### src/rtl/reg_scoreboard_ctrl_if.sv
// Issue/writeback/status bundle between the issue stage and the register scoreboard.
interface reg_scoreboard_ctrl_if #(
    parameter int REG_W = 3
);
    logic                    i_issue_valid;
    logic                    i_dest_flag;
    logic [REG_W-1:0]        i_dest;
    logic                    i_src_a_flag;
    logic [REG_W-1:0]        i_src_a;
    logic                    i_src_b_flag;
    logic [REG_W-1:0]        i_src_b;
    logic                    i_halt;
    logic                    i_wb_valid;
    logic [REG_W-1:0]        i_wb_dest;
    logic                    i_flush;
    logic                    o_stall;
    logic                    o_issue_fire;
    logic [(1<<REG_W)-1:0]   o_busy_mask;
    logic                    o_halted;
    logic                    o_err;

    modport master (
        output i_issue_valid, i_dest_flag, i_dest, i_src_a_flag, i_src_a,
               i_src_b_flag, i_src_b, i_halt, i_wb_valid, i_wb_dest, i_flush,
        input  o_stall, o_issue_fire, o_busy_mask, o_halted, o_err
    );

    modport slave (
        input  i_issue_valid, i_dest_flag, i_dest, i_src_a_flag, i_src_a,
               i_src_b_flag, i_src_b, i_halt, i_wb_valid, i_wb_dest, i_flush,
        output o_stall, o_issue_fire, o_busy_mask, o_halted, o_err
    );
endinterface

### src/rtl/reg_scoreboard_ctrl.sv
// Issue-stage register scoreboard: per-register pending-write counters, RAW/WAW/saturation
// stalls, and HALT drain sequencing (RUN -> DRAIN -> HALTED).
module reg_scoreboard_ctrl #(
    parameter int REG_W     = 3,
    parameter int CNT_W     = 2,
    parameter bit WAW_CHECK = 1'b1
) (
    input  logic                 i_clk,
    input  logic                 i_rst_n,
    reg_scoreboard_ctrl_if.slave sb
);
    localparam int unsigned NREG = 1 << REG_W;

    typedef enum logic [1:0] {S_RUN, S_DRAIN, S_HALTED} state_t;

    state_t           state, state_nxt;
    logic [CNT_W-1:0] cnt     [NREG];
    logic [CNT_W-1:0] cnt_nxt [NREG];
    logic [NREG-1:0]  busy;
    logic             err, err_set;
    logic             dest_en, raw, waw, sat, stall, fire;
    logic             inc, dec, nxt_zero;

    always_comb begin
        for (int unsigned r = 0; r < NREG; r++) begin
            busy[r] = (cnt[r] != '0);
        end
    end

    // HALT carries no destination, so its dest flag never reaches the hazard or counter logic.
    always_comb begin
        dest_en = sb.i_dest_flag & ~sb.i_halt;
        raw     = (sb.i_src_a_flag & busy[sb.i_src_a]) | (sb.i_src_b_flag & busy[sb.i_src_b]);
        waw     = WAW_CHECK & dest_en & busy[sb.i_dest];
        sat     = dest_en & (cnt[sb.i_dest] == '1);
        stall   = sb.i_issue_valid & (raw | waw | sat | (state != S_RUN));
        fire    = sb.i_issue_valid & ~stall & ~sb.i_flush;
        err_set = sb.i_wb_valid & ~busy[sb.i_wb_dest] & ~sb.i_flush;
    end

    always_comb begin
        nxt_zero = 1'b1;
        inc      = 1'b0;
        dec      = 1'b0;
        for (int unsigned r = 0; r < NREG; r++) begin
            inc        = fire & dest_en & (sb.i_dest == REG_W'(r));
            dec        = sb.i_wb_valid & busy[r] & (sb.i_wb_dest == REG_W'(r));
            cnt_nxt[r] = cnt[r];
            if (sb.i_flush) begin
                cnt_nxt[r] = '0;
            end else if (inc & ~dec) begin
                cnt_nxt[r] = cnt[r] + CNT_W'(1);
            end else if (dec & ~inc) begin
                cnt_nxt[r] = cnt[r] - CNT_W'(1);
            end
            nxt_zero = nxt_zero & (cnt_nxt[r] == '0);
        end
    end

    always_comb begin
        state_nxt = state;
        case (state)
            S_RUN:    if (fire & sb.i_halt) state_nxt = S_DRAIN;
            S_DRAIN:  if (nxt_zero)         state_nxt = S_HALTED;
            S_HALTED: state_nxt = S_HALTED;
            default:  state_nxt = S_RUN;
        endcase
    end

    always_ff @(posedge i_clk) begin
        if (!i_rst_n) begin
            state <= S_RUN;
            err   <= 1'b0;
            for (int unsigned r = 0; r < NREG; r++) begin
                cnt[r] <= '0;
            end
        end else begin
            state <= state_nxt;
            err   <= err | err_set;
            cnt   <= cnt_nxt;
        end
    end

    assign sb.o_stall      = stall;
    assign sb.o_issue_fire = fire;
    assign sb.o_busy_mask  = busy;
    assign sb.o_halted     = (state == S_HALTED);
    assign sb.o_err        = err;
endmodule
### src/flat_wrapper.sv
// flat-port wrapper written by rule: the top's interface ports become plain ports
module reg_scoreboard_ctrl_flat 
#(
    parameter int REG_W     = 3,
    parameter int CNT_W     = 2,
    parameter bit WAW_CHECK = 1'b1
)
  (i_clk, i_rst_n, sb_i_issue_valid, sb_i_dest_flag, sb_i_dest, sb_i_src_a_flag, sb_i_src_a, sb_i_src_b_flag, sb_i_src_b, sb_i_halt, sb_i_wb_valid, sb_i_wb_dest, sb_i_flush, sb_o_stall, sb_o_issue_fire, sb_o_busy_mask, sb_o_halted, sb_o_err);
  reg_scoreboard_ctrl_if #(.REG_W(REG_W)) sb_i ();
  input  logic i_clk;
  input  logic i_rst_n;
  input wire logic [$bits(sb_i.i_issue_valid)-1:0] sb_i_issue_valid;
  input wire logic [$bits(sb_i.i_dest_flag)-1:0] sb_i_dest_flag;
  input wire logic [$bits(sb_i.i_dest)-1:0] sb_i_dest;
  input wire logic [$bits(sb_i.i_src_a_flag)-1:0] sb_i_src_a_flag;
  input wire logic [$bits(sb_i.i_src_a)-1:0] sb_i_src_a;
  input wire logic [$bits(sb_i.i_src_b_flag)-1:0] sb_i_src_b_flag;
  input wire logic [$bits(sb_i.i_src_b)-1:0] sb_i_src_b;
  input wire logic [$bits(sb_i.i_halt)-1:0] sb_i_halt;
  input wire logic [$bits(sb_i.i_wb_valid)-1:0] sb_i_wb_valid;
  input wire logic [$bits(sb_i.i_wb_dest)-1:0] sb_i_wb_dest;
  input wire logic [$bits(sb_i.i_flush)-1:0] sb_i_flush;
  output wire logic [$bits(sb_i.o_stall)-1:0] sb_o_stall;
  output wire logic [$bits(sb_i.o_issue_fire)-1:0] sb_o_issue_fire;
  output wire logic [$bits(sb_i.o_busy_mask)-1:0] sb_o_busy_mask;
  output wire logic [$bits(sb_i.o_halted)-1:0] sb_o_halted;
  output wire logic [$bits(sb_i.o_err)-1:0] sb_o_err;
  assign sb_i.i_issue_valid = sb_i_issue_valid;
  assign sb_i.i_dest_flag = sb_i_dest_flag;
  assign sb_i.i_dest = sb_i_dest;
  assign sb_i.i_src_a_flag = sb_i_src_a_flag;
  assign sb_i.i_src_a = sb_i_src_a;
  assign sb_i.i_src_b_flag = sb_i_src_b_flag;
  assign sb_i.i_src_b = sb_i_src_b;
  assign sb_i.i_halt = sb_i_halt;
  assign sb_i.i_wb_valid = sb_i_wb_valid;
  assign sb_i.i_wb_dest = sb_i_wb_dest;
  assign sb_i.i_flush = sb_i_flush;
  assign sb_o_stall = sb_i.o_stall;
  assign sb_o_issue_fire = sb_i.o_issue_fire;
  assign sb_o_busy_mask = sb_i.o_busy_mask;
  assign sb_o_halted = sb_i.o_halted;
  assign sb_o_err = sb_i.o_err;
  reg_scoreboard_ctrl #(.REG_W(REG_W), .CNT_W(CNT_W), .WAW_CHECK(WAW_CHECK)) u_core (.i_clk(i_clk), .i_rst_n(i_rst_n), .sb(sb_i));
endmodule
### config.mk
export PLATFORM = sky130hd
export DESIGN_NAME = reg_scoreboard_ctrl_flat
export DESIGN_NICKNAME = d
export VERILOG_FILES = /design/src/rtl/reg_scoreboard_ctrl_if.sv /design/src/rtl/reg_scoreboard_ctrl.sv /design/src/flat_wrapper.sv
export SDC_FILE = /design/constraint.sdc
export NUM_CORES = 1
export LEC_CHECK = 0
export BUFFER_PORTS_ARGS = -buffer_cell sky130_fd_sc_hd__buf_4
export CAP_MARGIN = 20
export CORE_AREA = 2 2 59 61
export DETAILED_ROUTE_END_ITERATION = 7
export DIE_AREA = 0 0 61 63
export MAX_ROUTING_LAYER = met4
export PLACE_DENSITY_LB_ADDON = 0.05
export SLEW_MARGIN = 0
export SYNTH_ARGS = -nofsm -noshare
export SYNTH_HDL_FRONTEND = slang
export SYNTH_SLANG_ARGS = --single-unit
### constraint.sdc
create_clock -name i_clk -period 5.98 [get_ports i_clk]
set_clock_uncertainty 0.2 [all_clocks]
set_input_delay 0.299 -clock i_clk [delete_from_list [all_inputs] [get_ports i_clk]]
set_output_delay 0.299 -clock i_clk [all_outputs]
set_load 0.05 [all_outputs]
==> run metrics <==
run status finished clean; CTS tree yes; Slew @ Worst Pin around 640 ps; Setup CP Type reg -> reg; Pins Over Slew Limit 0; max frequency about 0.27 GHz; Final setup viols 0; Critical Path, Cell by Cell inv_1 > ha_1 > mux4_2 > a22oi_2 > a221oi_4 > o2111ai_2 > o21bai_2 > mux2_2 > nor4_1 > nand4_1 > a31oi_2 > mux2i_1; initial antenna violation count 0; GR Overflow Total 0; clock root buffer clkbuf_4; Worst Hold Class in -> reg; Worst-Skew Late Latency 300 ps; WHS Endpoint u_core.sb.o_err$_SDFF_PN0_; core area 0.00323 sq mm; post-synthesis cell type count 54; diode count 0; Tot GR Track Use 27.5%; Post-synth ARST share 0%; Pwr Total 0.342 mW; Synth Area per Inst 8.13 sq um; global-route wire length before repair just under 8000 microns; Max stage delay on crit path 530 ps; EDFF count, synth 0; # H-tree levels 1; reg2reg end u_core.state[0]$_SDFFE_PN0P_; cells on worst reg2reg path 12; Yosys top cell area share a little over a fifth; critical path fanouts, max 9; synth-to-layout area growth 16.6%; Initial DRC Count 134; final WL 4780 microns; clock buffer depth 2; final net count around 290; top post-synthesis cells by area dfxtp_1 21%, ha_1 8.3%, inv_1 6.4%, mux4_2 6.2%, nand2_1 4.0%; Die Height 63 microns; final hold slack 41.2 ps; RD Place Congestion around 0.93; crit path DAT 3720 ps; max_slew headroom between 50% and 60%; WHS Path Cells 2; starting density of the core 55.8%; layout cells sized above 1 22.8%; Yosys reg bits 19; Setup TNS 0 ps; dpl hpwl roughly 3800 microns; CP Launch Type register; width of the die between 60 and 70 microns; CP required between 6000 and 7000 ps; Post-synth top flop dfxtp_1; Clock transition at path regs 120 ps; maxcap violations 0; sequential share of the synthesized area 21.1%; Setup crit end kind register; Final period util 61.3%; DRC 0; port bufs 32; r2r setup slk approximately 2300 ps; crit path max-delay cell type a221oi_4; Mapped Area ~0.0018 sq mm; pwr dens 162 mW/mm^2; largest net degree at the start of global routing 16; unrepaired setup endpoints after global routing no; Via Count 1756; Via density 5.85; post-route ant nets 0; CTS Hold Bufs 0; wire per inst 15.9 microns; fin crit period between 3000 and 4000 ps; Die ar. 0.00384 sq mm; Post-CTS Resized 0; row cnt 21; setup bufs post-CTS 0; Worst Min Path Start i_rst_n; first-pass iteration count of the detailed router 4; reg2reg start u_core.cnt[4]$_SDFF_PN0_; Pleak 0.841 nW; PnR worst setup slack 2310 ps; Net Count, Synth 255; Post-Place Setup Slack about 2400 ps; Worst VDD drop 0.000139 V; vias in the first global route 1619; Yosys top cell by area dfxtp_1; I/O pins 33; Hold Vio Cnt, Final 0; Ys Warns 0; Inserted Clock Buffers 3; CTS sink count 19; Post-Syn Instances approximately 220
flip-flops by register name (all words and copies together), names as in the netlist:
signal	count
u_core.state	2
u_core.sb.o_err	1
u_core.cnt	16
layout by cell type, fill, tap and decap left out, types with 2 or more instances in the layout:
master     instances
nand3_1            2
nand4_1            2
ha_1              12
a221oi_1           2
o21ai_0            5
a21boi_0           2
mux2_2             4
nor4_1             3
nand2_1           19
nor2b_1           11
a31oi_1            4
nand2b_1           7
clkbuf_4           3
buf_4             32
or2_2              3
inv_1             31
and3_1             3
o211ai_1           5
dfxtp_1           19
a21oi_1            5
nor3_1             8
and2_1             3
mux4_2             5
o31a_1             3
o21ai_1            4
mux2i_1            7
o2111ai_1          2
xnor2_1            5
nor2_1            16
or3_1              3
how the worst max path moves through the flow:
stage	startpoint	endpoint	slack, ps	depth (start not counted)
after global placement	u_core.cnt[0]$_SDFF_PN0_	u_core.state[1]$_SDFFE_PN0P_	2410	12
after floorplan	u_core.cnt[14]$_SDFF_PN0_	u_core.state[0]$_SDFFE_PN0P_	2590	12
after global routing	u_core.cnt[5]$_SDFF_PN0_	u_core.state[0]$_SDFFE_PN0P_	1950	12
after CTS	u_core.cnt[4]$_SDFF_PN0_	u_core.state[0]$_SDFFE_PN0P_	2340	12
after detailed placement	u_core.cnt[4]$_SDFF_PN0_	u_core.state[0]$_SDFFE_PN0P_	2380	12
final	u_core.cnt[4]$_SDFF_PN0_	u_core.state[0]$_SDFFE_PN0P_	2310	12
power by group:
part           switching (mW)  leakage, nW  internal (mW)
Sequential            0.00402        0.153          0.132
Clock                  0.0450       0.0150         0.0260
Combinational          0.0858        0.673         0.0492
kinds of logic (layout without fill, tap and decap cells):
group                    count (synthesis)  count (layout)  share of synthesized area, %
adder cells (fa/ha/maj)                 12              12                          8.32
multiplexers                            17              17                          13.5
AO/OA/AOI/OAI                           49              49                          22.6
AND/OR/NAND/NOR                         85              85                          24.3
buffers and inverters                   35              67                          7.77
XOR/XNOR                                 5               5                          2.43
flip-flops                              19              19                          21.1
synthesized netlist by cell type (2+ instances only):
cell and instances:
nor2_1 16, nand3_1 2, nand4_1 2, o2111ai_1 2, a31oi_1 4, and2_1 3, mux2i_1 7, mux2_2 4
o21ai_0 5, o31a_1 3, mux4_2 5, and3_1 3, or2_2 3, inv_1 31, o21ai_1 4, nor4_1 3
xnor2_1 5, nor3_1 8, a21boi_0 2, nand2_1 19, dfxtp_1 19, nand2b_1 7, ha_1 12, nor2b_1 11
or3_1 3, o211ai_1 5, clkbuf_1 2, a221oi_1 2, a21oi_1 5
worst max-delay path: cells and delay by family (launching register included):
kind | cells | cell delay (ps)
AO/OA/AOI/OAI | 5 | 1430
adder cells (fa/ha/maj) | 1 | 280
buffers and inverters | 1 | 90
flip-flops | 1 | 330
multiplexers | 3 | 850
AND/OR/NAND/NOR | 2 | 410
metrics by stage:
| stage | std cells | util (%) | area, sq um |
|---|---|---|---|
| 3_3_place_gp | 296 | 64.3 | 2080 |
| 2_1_floorplan | 222 | - | 1800 |
| 6_report | 300 | 65.1 | 2100 |
| 4_1_cts | 300 | 65.1 | 2100 |
| 5_1_grt | 300 | 65.1 | 2100 |
| 3_5_place_dp | 296 | 64.3 | 2080 |
layout make-up:
type | count | area [sq um]
Sequential cell | 19 | 380
Timing Repair Buffer | 32 | 240
Clock buffer | 4 | 26.3
Inverter | 31 | 116
Fill cell | 315 | 1130
Multi-Input combinational cell | 168 | 1280
Tap cell | 46 | 57.6
metal layers:
layer  part of all wire [%]  vias up  track usage, %
met5                      0        -               -
met4                    1.7        0            7.61
met3                    7.8        8            3.73
met2                     47       73            40.7
met1                     43      810            38.9
li1                       -      865               -
Power figures use the tool's default switching activity.
